### config.mk
export PLATFORM = sky130hd
export DESIGN_NAME = pixel_plot_receiver
export DESIGN_NICKNAME = d
export VERILOG_FILES = /design/src/rtl/vga_pkg.sv /design/src/rtl/plot_fifo.sv /design/src/rtl/pixel_plot_receiver.sv
export SDC_FILE = /design/constraint.sdc
export NUM_CORES = 1
export LEC_CHECK = 0
export CORE_MARGIN = 2
export CORE_UTILIZATION = 50
export DETAILED_ROUTE_END_ITERATION = 10
export DONT_BUFFER_PORTS = 1
export PLACE_DENSITY = 0.71
export SETUP_SLACK_MARGIN = 0.5
export SYNTH_ARGS = -nofsm -noshare
export SYNTH_HDL_FRONTEND = slang
export SYNTH_HIERARCHICAL = 1
export SYNTH_SLANG_ARGS = --single-unit
### constraint.sdc
create_clock -name clk -period 3.7 [get_ports clk]
set_input_delay 0.37 -clock clk [delete_from_list [all_inputs] [get_ports clk]]
set_output_delay 0.37 -clock clk [all_outputs]
set_load 0.01 [all_outputs]
### src/rtl/vga_pkg.sv
// Screen geometry and framebuffer addressing shared by every framebuffer client.
package vga_pkg;

    localparam int SCREEN_W = 160;
    localparam int SCREEN_H = 120;
    localparam int ADDR_W   = 15;
    localparam int COLOUR_W = 3;

    // y*160 + x built from shifts so no multiplier is needed; fits in 15 bits (max 19199).
    function automatic logic [ADDR_W-1:0] xy_to_addr(input logic [7:0] px, input logic [7:0] py);
        logic [ADDR_W-1:0] xw;
        logic [ADDR_W-1:0] yw;
        xw = ADDR_W'(px);
        yw = ADDR_W'(py);
        return (yw << 7) + (yw << 5) + xw;
    endfunction

endpackage

### src/rtl/plot_fifo.sv
// Synchronous FIFO holding {address, colour} entries between pixel producers and the framebuffer.
module plot_fifo #(
    parameter int WIDTH = 18,
    parameter int DEPTH = 4,
    localparam int PW = $clog2(DEPTH),
    localparam int CW = PW + 1
) (
    input  logic             clk,
    input  logic             resetn,
    input  logic             push,
    input  logic             pop,
    input  logic [WIDTH-1:0] din,
    output logic [WIDTH-1:0] dout,
    output logic             full,
    output logic             empty,
    output logic [CW-1:0]    count
);

    logic [WIDTH-1:0] mem [DEPTH];
    logic [PW-1:0]    wr_ptr;
    logic [PW-1:0]    rd_ptr;
    logic             push_ok;
    logic             pop_ok;

    assign full    = (count == CW'(DEPTH));
    assign empty   = (count == '0);
    // A full FIFO refuses a push even when the same cycle pops.
    assign push_ok = push && !full;
    assign pop_ok  = pop && !empty;
    assign dout    = mem[rd_ptr];

    always_ff @(posedge clk) begin
        if (!resetn) begin
            wr_ptr <= '0;
            rd_ptr <= '0;
            count  <= '0;
        end else begin
            if (push_ok) wr_ptr <= wr_ptr + 1'b1;
            if (pop_ok)  rd_ptr <= rd_ptr + 1'b1;
            case ({push_ok, pop_ok})
                2'b10:   count <= count + 1'b1;
                2'b01:   count <= count - 1'b1;
                default: count <= count;
            endcase
        end
    end

    always_ff @(posedge clk) begin
        if (push_ok) mem[wr_ptr] <= din;
    end

endmodule

### src/rtl/pixel_plot_receiver.sv
// Accepts (x, y, colour) plots, drops off-screen ones, and streams linear framebuffer writes.
module pixel_plot_receiver
    import vga_pkg::*;
#(
    parameter int DEPTH    = 4,
    parameter int SCREEN_W = vga_pkg::SCREEN_W,
    parameter int SCREEN_H = vga_pkg::SCREEN_H
) (
    input  logic                clk,
    input  logic                resetn,
    input  logic                plot,
    input  logic [7:0]          x,
    input  logic [7:0]          y,
    input  logic [COLOUR_W-1:0] colour,
    output logic                plot_ready,
    output logic                mem_we,
    output logic [ADDR_W-1:0]   mem_addr,
    output logic [COLOUR_W-1:0] mem_data,
    input  logic                mem_ready,
    output logic                busy,
    output logic [7:0]          drop_count
);

    localparam int         EW    = ADDR_W + COLOUR_W;
    localparam int         CW    = $clog2(DEPTH) + 1;
    localparam logic [7:0] X_LIM = 8'(SCREEN_W);
    localparam logic [7:0] Y_LIM = 8'(SCREEN_H);

    logic          in_range;
    logic          accept;
    logic          push;
    logic          pop;
    logic          full;
    logic          empty;
    logic [CW-1:0] count;
    logic [EW-1:0] din;
    logic [EW-1:0] dout;

    // Handshakes: a transfer happens on a rising edge where valid and ready are both high
    // (plot/plot_ready upstream, mem_we/mem_ready downstream); valid-side data is held until then.
    assign in_range   = (x < X_LIM) && (y < Y_LIM);
    assign plot_ready = !full;
    assign accept     = plot && plot_ready;
    assign push       = accept && in_range;
    assign mem_we     = !empty;
    assign busy       = mem_we;
    assign pop        = mem_we && mem_ready;
    assign din        = {xy_to_addr(x, y), colour};
    assign mem_addr   = mem_we ? dout[EW-1:COLOUR_W] : '0;
    assign mem_data   = mem_we ? dout[COLOUR_W-1:0]  : '0;

    plot_fifo #(
        .WIDTH (EW),
        .DEPTH (DEPTH)
    ) u_fifo (
        .clk    (clk),
        .resetn (resetn),
        .push   (push),
        .pop    (pop),
        .din    (din),
        .dout   (dout),
        .full   (full),
        .empty  (empty),
        .count  (count)
    );

    always_ff @(posedge clk) begin
        if (!resetn) begin
            drop_count <= '0;
        end else if (accept && !in_range && drop_count != 8'hFF) begin
            drop_count <= drop_count + 8'd1;
        end
    end

endmodule

Yosys cells after proc, flatten, opt, wreduce, memory -nomap -nowiden. Memories as Yosys holds them, arrays and structs flattened. A register that Yosys moved wholly into a read port is not among the register bits. Cells that the tools add are included.

Bits in registers: 15. Bits in writable memories: 72. Memories: 1. Bits in latches: 0. Memory bits (read-only): 0. Bits of input ports: 23.

Add/subtract/negate cells: 7. Equality and inequality tests: 4. Muxes and demuxes: 7. Shifts and indexed selects: 0. Div/mod/pow operators: 0. Multipliers: 0. Reduce and logical (&&, ||, !) cells: 13. Magnitude comparators: 2. Bitwise operators: 0.

Memory list: u_fifo.mem (words 4, width 18, rd ports 1, clocked after Yosys merged registers in 1, wr ports 1, line plot_fifo.sv:19) `logic [WIDTH-1:0] mem [DEPTH];`.

Operators with widths (number): $add 15x13->15 (1); $add 15x8->15 (1); $mux 15 (1); $add 8x1->8 const B (1); $logic_and 1x1->1 (8); $lt 8x7->1 const B (1); $lt 8x8->1 const B (1); $ne 8x8->1 const B (1); $pmux 3 s2 (1); $add 2x1->2 const B (2); $mux 2 (2); $add 3x1->3 const B (1); $eq 3x3->1 const B (1); $logic_not 1->1 (3); $logic_not 3->1 (1); $mux 3 (1); $sub 3x1->3 const B (1); $eq 2x1->1 const B (1); $eq 2x2->1 const B (1); $mux 1 (2); $reduce_bool 2->1 (1).

Depth between registers and ports, before layout. Gate-level depths: netlist of the first run.

Word-level depth: 7. Mapped depth: 12. Mapped depth without buffers: 11.

Modules after synthesis. The synthesis of the first run kept the hierarchy.

By module, submodules not included: plot_fifo (cells each 148, times used 1, area each 3103.0 um^2); pixel_plot_receiver (cells each 131, times used 1, area each 1059.8 um^2).

Worst setup path after synthesis of the first run. OpenSTA, ideal clock, no wires.

Kind: register -> register. Start point: reg u_fifo.count[0]. End point: reg u_fifo.count[2]. Arrival: 2.387 ns. Slack: 1.243 ns. Stages on the path, launching flop included: 13. Required time: 3.630 ns. Buffers on the path: 1. Cells stage by stage: dfxtp_1 nor3b_2 and2b_2 and2_1 nor2b_1 buf_2 inv_2 ha_1 inv_1 fa_1 xor2_1 or3_1 a21boi_1.

Cells in the longest elaborated chain, start to end: 7. Elaborated cells on any way between the ends: 15. Those cells by class: 2 x add/sub; 3 x eq/ne; 1 x mux; 9 x reduce/logical.

Ends and longest elaborated chain: from (decl) (line plot_fifo.sv:16) `output logic [CW-1:0] count`; from (signal assigned) (line plot_fifo.sv:41) `2'b10: count <= count + 1'b1;`; from (signal assigned) (line plot_fifo.sv:42) `2'b01: count <= count - 1'b1;`; from (signal assigned) (line plot_fifo.sv:43) `default: count <= count;`; $eq 3x3->1 * (line plot_fifo.sv:25) `assign full = (count == CW'(DEPTH));`; named net full (line pixel_plot_receiver.sv:33) `logic full;`; $logic_not 1->1 * (line pixel_plot_receiver.sv:42) `assign plot_ready = !full;`; $logic_and 1x1->1 * (line pixel_plot_receiver.sv:43) `assign accept = plot && plot_ready;`; $logic_and 1x1->1 * (line pixel_plot_receiver.sv:44) `assign push = accept && in_range;`; named net push (line pixel_plot_receiver.sv:31) `logic push;`; $logic_and 1x1->1 * (line plot_fifo.sv:28) `assign push_ok = push && !full;`; $eq 2x1->1 / $eq 2x2->1 (equally long branches) (line plot_fifo.sv:40) `case ({push_ok, pop_ok})`; $pmux 3 s2 / $reduce_bool 2->1 (equally long branches).

Mark *: on every way through the listed nets, which the timed path passes. The rest lies on a longest branch. A chain may end at the register's enable or synchronous reset.

Worst setup path after layout of the first run. Same ends and word-level chain as after synthesis.

==> results.sh, run 1 <==
export IMPL_rows=33
export IMPL_p_int_mw=1.591
export IMPL_wl_per_cell_um=17.14
export IMPL_grt_pass1_vias=2216
export IMPL_synth_flop_cell="edfxtp_1"
export IMPL_cp_end_kind="register"
export IMPL_syn_nets=326
export IMPL_whs_ns=0.1221
export IMPL_drt_total_wl_mm=6.806
export IMPL_synth_async_reset_ratio_pct=0
export IMPL_syn_avg_cell_area_um2=14.92
export IMPL_slew_headroom_pct=41.79
export IMPL_swShare_pct=22.12
export IMPL_multiInputGateArea_um2=1531
export IMPL_finClkSkew_ns=0.01643
export IMPL_drive_above_1_share_pct=16.10
export IMPL_place_gp_congestion=0.7615
export IMPL_drv_slew=0
export IMPL_cp_cell_sequence="nor3b_2 > and2b_2 > and2_1 > nor2b_1 > inv_2 > ha_1 > inv_1 > fa_1 > xor2_1 > or3_1 > a21boi_1"
export IMPL_crit_path_top_delay_cell="dfxtp_1"
export IMPL_clkPwrFrac_pct=34.5
export IMPL_outcome="finished, final reports clean"
export IMPL_ys_types=49
export IMPL_drt_iter0_markers=122
export IMPL_setup_tns_final_ns=0
export IMPL_dr_total_vias=2238
export IMPL_clock_sinks=89
export IMPL_fill_cells=664
export IMPL_grt_usage_pct=16.13
export IMPL_setup_ws_ns=1.058
export IMPL_yosys_warnings=6
export IMPL_leakage_nw=1.506
export IMPL_syn_inst=279
export IMPL_netlist_top_cells_area="edfxtp_1 (52%), mux4_2 (9.7%), dfxtp_1 (8.2%), ha_1 (6.3%), nor2b_1 (3.3%)"
export IMPL_cts_tree="built"
export IMPL_period_share_pct=71.40
export IMPL_area_growth_pct=7.935
export IMPL_syn_area_um2=4163
export IMPL_die_area_um2=9072
export IMPL_fp_dieW_um=95.25
export IMPL_max_stage_delay_ns=0.37
export IMPL_io_pins=52
export IMPL_coreArea_um2=8134
export IMPL_worst_pin_slew_ns=0.8720
export IMPL_drc_errors=0
export IMPL_p_per_area_nw_per_um2=454.6
export IMPL_power_mw=2.042
export IMPL_clk_latency_ns=0.34
export IMPL_ys_ff_latch=89
export IMPL_cts_buffer_depth=2
export IMPL_ys_seq_area_share_pct=60.11
export IMPL_critPathLaunchType="register"
export IMPL_seq_power_share_pct=55.7
export IMPL_p_sw_mw=0.4518
export IMPL_viasPerCell=5.637
export IMPL_antenna_left=0
export IMPL_finalHoldViolations=0
export IMPL_setup_viol=0
export IMPL_cts_htree_levels=3
export IMPL_grt_start_max_net_pins=25
export IMPL_cts_setup_buffers=0
export IMPL_fmax_ghz=0.3785
export IMPL_post_route_min_period_ns=2.642
export IMPL_place_ws_ns=1.020
export IMPL_nNetsFinal=334
export IMPL_die_h_um=95.25
export IMPL_synthDominantCellAreaShare_pct=51.94
export IMPL_grt_overflow_total=0
export IMPL_hp_class="input port to register"
export IMPL_numCtsBuffers=9
export IMPL_synth_largest_area_cell="edfxtp_1"
export IMPL_initial_utilization_pct=51.18
export IMPL_n_antenna_cell=0
export IMPL_crit_type="register to register"
export IMPL_path_clk_slew_ns=0.09
export IMPL_cts_resized=0
export IMPL_synth_edff_count=72
export IMPL_grt_first_pass_wirelength_mm=10.94
export IMPL_ir_drop_mv=0.2186
export IMPL_p_comb_share_pct=9.8
export IMPL_dp_hpwl_mm=4.810
export IMPL_port_buffers=0
export IMPL_antenna_found_initial=0
export IMPL_drv_cap=0
export IMPL_rsz0062_at_grt="no"
export IMPL_critPathMaxFanout=7
export IMPL_hold_buffers=0
export IMPL_clock_root_buffer="clkbuf_8"
export IMPL_drtPass1Iterations=4
export IMPL_critical_path_required_ns=3.98
export IMPL_cp_arrival_ns=2.92
export IMPL_seq_area_um2=2502
## sequential cells by signal (all words and copies together), names as in the netlist, named ones only
signal	cells
u_fifo/mem	72
drop_count	8
u_fifo/wr_ptr	2
u_fifo/count	3
u_fifo/rd_ptr	2
## kinds of logic (layout without fill, tap and decap cells)
kind of cell,count (synthesis),in the layout,synth area share (%)
and+or+nand+nor,72,72,10.43
buffers and inverters,26,39,3.096
xor gates and xnor gates,8,8,1.683
DFF,89,89,60.11
muxes,20,20,10.22
adders and majority gates,24,24,7.755
AOI/OAI and AO/OA,40,40,6.703
## per-layer routing
metal / GRT usage (%) / share of wire (%) / routed length (µm) / vias up
met1: 21.70 / 43 / 2943 / 1090
met5: 0 / 0 / 0 / -
met4: 6.159 / 0.75 / 51 / 0
li1: - / - / - / 1074
met2: 25.29 / 48 / 3283 / 68
met3: 4.190 / 7.8 / 528 / 6
## placed cells by master (no fill, tap or decap), types with 2 or more instances in the layout
cell	Yosys	final
a21oi_1	9	9
nand3_1	4	4
dfxtp_1	17	17
buf_4	1	6
nor2_1	7	7
o21a_1	4	4
or4_1	3	3
bufinv_16	0	2
nand3b_1	2	2
fa_1	3	3
xnor2_1	4	4
mux4_2	18	18
a21boi_1	2	2
o21ai_0	10	10
clkbuf_8	0	9
mux2i_1	2	2
o21bai_1	2	2
o31ai_1	3	3
ha_1	21	21
nor2b_1	22	22
nand2_1	10	10
edfxtp_1	72	72
or3_1	4	4
xor2_1	4	4
and2_1	8	8
nor3_1	3	3
inv_1	16	16
## worst max-delay path, delay by kind of cell, from the launching register on
family	cells	cell delay [ns]
compound gates	1	0.14
xor+xnor	1	0.16
fa+ha+maj	2	0.54
buf+inv	2	0.13
flops	1	0.37
simple gates	5	1.22
## power groups by stage
stage | Clock (mW) | Combinational (mW) | Sequential [mW]
5_1_grt | 0.773 | 0.227 | 1.14
2_1_floorplan | 0 | 0.162 | 1.16
4_1_cts | 0.727 | 0.204 | 1.14
3_3_place_gp | 0 | 0.197 | 1.16
6_report | 0.705 | 0.200 | 1.14
3_5_place_dp | 0 | 0.202 | 1.16
## cell type report
type,count,share of cell area (%)
clock inverters,6,2.033
repair buffers,6,1.003
inverters,17,1.420
well taps,105,2.924
multi-input cells,164,34.09
clock buffers,10,2.840
flip-flops and latches,89,55.69
## synth_stat cells (2+ instances only)
library cell / number
clkbuf_1: 3
buf_2: 3
a21boi_1: 2
a21oi_1: 9
o21bai_1: 2
nor2_1: 7
o31ai_1: 3
ha_1: 21
mux2i_1: 2
nor3_1: 3
inv_1: 16
o21ai_0: 10
nand3b_1: 2
nand3_1: 4
o21a_1: 4
and2_1: 8
nor2b_1: 22
xor2_1: 4
mux4_2: 18
or3_1: 4
dfxtp_1: 17
edfxtp_1: 72
xnor2_1: 4
nand2_1: 10
or4_1: 3
fa_1: 3
## metrics by stage
stage	cell area (µm²)	std cells	utilization, %
after floorplan	4163	279	-
after global placement	4274	381	52.55
after detailed placement	4274	381	52.55
after CTS	4493	397	55.24
after global routing	4493	397	55.24
final	4493	397	55.24
## path summary, 6_finish.rpt
kind	start	to	slack, ns	cells past startpoint
setup / recovery	u_fifo/count[0]	u_fifo/count[2]	1.06	11
setup reg to reg	u_fifo/count[0]	u_fifo/count[2]	1.06	11
hold / removal	colour[0]	u_fifo/mem[2][0]	0.12	0
hold reg to reg	u_fifo/rd_ptr[1]	u_fifo/rd_ptr[1]	0.49	2
Note: power is estimated with default switching activity, not from simulation.
==> run 2: changes to the inputs <==
Settings changed: PLACE_DENSITY 0.71 to 0.74.
Clock period 3.7 ns to 2.3 ns, I/O delays scaled along.
==> run 2 against run 1 <==
  * Cell area increased by 18%
  * Wire length grew 20%
  * Total power is 70% higher
  * Die area did not move
  * Sequential power increased by 61%
  * Sequential share of layout area is 8.4 points lower
  * Clock skew fell by 0.0060 ns
  * Fmax increased by 15%
  * First-iteration DRC count fell by 18%
  * Hold slack lost 0.097 ns
  * Setup slack got worse by 1.1 ns
  * Global-route usage up 3.4 points
  * Critical path type unchanged
==> results.sh, run 2 (synthesized netlist as in run 1, its figures left out) <==
export IMPL_initial_utilization_pct=51.18
export IMPL_cts_buffer_depth=2
export IMPL_post_route_util_pct=65.37
export IMPL_worst_pin_slew_ns=0.3852
export IMPL_swShare_pct=23.80
export IMPL_drt_total_wl_mm=8.181
export IMPL_fmax_ghz=0.4354
export IMPL_p_per_area_nw_per_um2=654.6
export IMPL_regMostFlops="u_fifo/mem"
export IMPL_port_buffers=0
export IMPL_drtPass1Iterations=4
export IMPL_hp_class="input port to register"
export IMPL_largest_reg_flops=72
export IMPL_grt_first_pass_wirelength_mm=12.96
export IMPL_clkPwrFrac_pct=33.9
export IMPL_final_cell_mix="edfxtp_1 (72), nor2b_4 (19), ha_1 (19), mux4_2 (18), buf_4 (13)"
export IMPL_cp_arrival_ns=2.57
export IMPL_crit_type="register to register"
export IMPL_grt_overflow_total=0
export IMPL_place_gp_congestion=0.7252
export IMPL_ir_drop_mv=0.2682
export IMPL_io_pins=52
export IMPL_wl_per_cell_um=18.89
export IMPL_cp_end_kind="register"
export IMPL_nNetsFinal=370
export IMPL_multiInputGateArea_um2=1759
export IMPL_dr_total_vias=2458
export IMPL_grt_pass1_vias=2587
export IMPL_max_stage_delay_ns=0.37
export IMPL_r2r_slack_ns=0.003
export IMPL_setup_viol=0
export IMPL_dp_hpwl_mm=4.993
export IMPL_die_area_um2=9072
export IMPL_period_share_pct=99.86
export IMPL_top_regs="u_fifo/mem: 72 flops, drop_count: 8 flops, u_fifo/count: 3 flops"
export IMPL_drt_iter0_markers=100
export IMPL_critical_path_required_ns=2.58
export IMPL_clock_root_buffer="clkbuf_8"
export IMPL_drc_errors=0
export IMPL_antenna_found_initial=0
export IMPL_leakage_nw=1.874
export IMPL_coreArea_um2=8134
export IMPL_numCtsBuffers=9
export IMPL_p_int_mw=2.653
export IMPL_slew_headroom_pct=74.14
export IMPL_cts_tree="built"
export IMPL_die_h_um=95.25
export IMPL_clock_sinks=89
export IMPL_timing_rr_end="u_fifo/count[2]"
export IMPL_crit_path_top_delay_cell="dfxtp_4"
export IMPL_cts_htree_levels=3
export IMPL_fp_dieW_um=95.25
export IMPL_n_antenna_cell=0
export IMPL_worst_path_most_repeated_cell="inv_2"
export IMPL_final_common_cell="edfxtp_1"
export IMPL_seq_power_share_pct=52.5
export IMPL_p_sw_mw=0.8285
export IMPL_grt_start_max_net_pins=23
export IMPL_viasPerCell=5.677
export IMPL_critPathCapture="u_fifo/count[2]"
export IMPL_power_mw=3.481
export IMPL_critPathLaunchType="register"
export IMPL_critPathMaxFanout=3
export IMPL_reg2reg_depth=11
export IMPL_drive_above_1_share_pct=35.98
export IMPL_outcome="finished, final reports clean"
export IMPL_cp_cell_sequence="nor3b_4 > and2b_2 > and2_4 > nor2b_4 > inv_2 > ha_4 > inv_2 > fa_2 > xor2_1 > or3_1 > a21boi_1"
export IMPL_finClkSkew_ns=0.01039
export IMPL_drv_cap=0
export IMPL_drv_slew=0
export IMPL_seq_area_um2=2516
export IMPL_post_route_min_period_ns=2.297
export IMPL_rows=33
export IMPL_antenna_left=0
export IMPL_fill_cells=570
export IMPL_clk_latency_ns=0.34
export IMPL_path_clk_slew_ns=0.09
export IMPL_rsz0062_at_grt="yes"
export IMPL_startpoint="u_fifo/count[0]"
export IMPL_finalHoldViolations=0
export IMPL_area_growth_pct=27.74
export IMPL_p_comb_share_pct=13.6
export IMPL_reg2reg_from="u_fifo/count[0]"
export IMPL_grt_usage_pct=19.54
==> run 2: routing by layer <==
layer  share of wire (%)  up-vias  track usage (%)
met5                   0        -                0
met4                 1.9        0            7.609
met3                 6.3       14            5.059
met2                  50       84            33.86
met1                  41     1208            23.31
li1                    -     1152                -
==> run 2: final cells by class <==
class,instances,area share (%)
multi-input cells,164,33.08
clock inverters,7,1.859
repair buffers,42,11.25
clock buffers,9,2.329
flip-flops and latches,89,47.32
inverters,17,1.694
well taps,105,2.471
==> run 2: through the flow <==
stage	hold slack (ns)	cells	setup TNS, ns	cell area (µm²)	setup WS, ns
floorplan	0.3289	279	-0.03261	4207	-0.03261
global placement	0.3291	390	0	4395	0.01011
detailed placement	0.3290	390	-0.06198	4395	-0.01551
CTS	0.001094	428	0	5156	0.007643
global route	0.01114	433	-0.1015	5318	-0.1015
finish	0.02543	433	0	5318	0.003127
==> run 2: worst min path at each step <==
stage,from,to,cells after the start,slack [ns]
final,resetn,u_fifo/wr_ptr[1],2,0.03
after global routing,resetn,u_fifo/wr_ptr[1],2,0.01
after CTS,resetn,u_fifo/count[2],1,0.001
after detailed placement,x[3],u_fifo/mem[3][6],0,0.33
after global placement,colour[0],u_fifo/mem[0][0],0,0.33
after floorplan,colour[0],u_fifo/mem[0][0],0,0.33
==> run 2: repair_timing <==
| action | 4_1_cts | 5_1_grt |
|---|---|---|
| cloned | 5 | 1 |
| pin swaps | 5 | 3 |
| gates resized for setup | 60 | 23 |
| endpoints found under the hold margin | 35 | 1 |
| setup endpoints to repair | 96 | 106 |
| setup buffers | 8 | 3 |
| hold buffers | 9 | 1 |
==> run 2: critical path, delay by kind of cell, from the launching register on <==
family                   cells  cell delay (ns)
AND/OR/NAND/NOR              5             1.03
flip-flops                   1             0.37
adder cells (fa/ha/maj)      2             0.45
AO/OA/AOI/OAI                1             0.12
buffers and inverters        2             0.08
XOR/XNOR                     1             0.16
==> run 2: power groups by stage <==
stage	sequential, mW	clock [mW]	combinational (mW)
3_5_place_dp	1.87	0	0.347
3_3_place_gp	1.86	0	0.338
6_report	1.83	1.18	0.473
4_1_cts	1.83	1.21	0.440
5_1_grt	1.83	1.27	0.521
2_1_floorplan	1.86	0	0.270
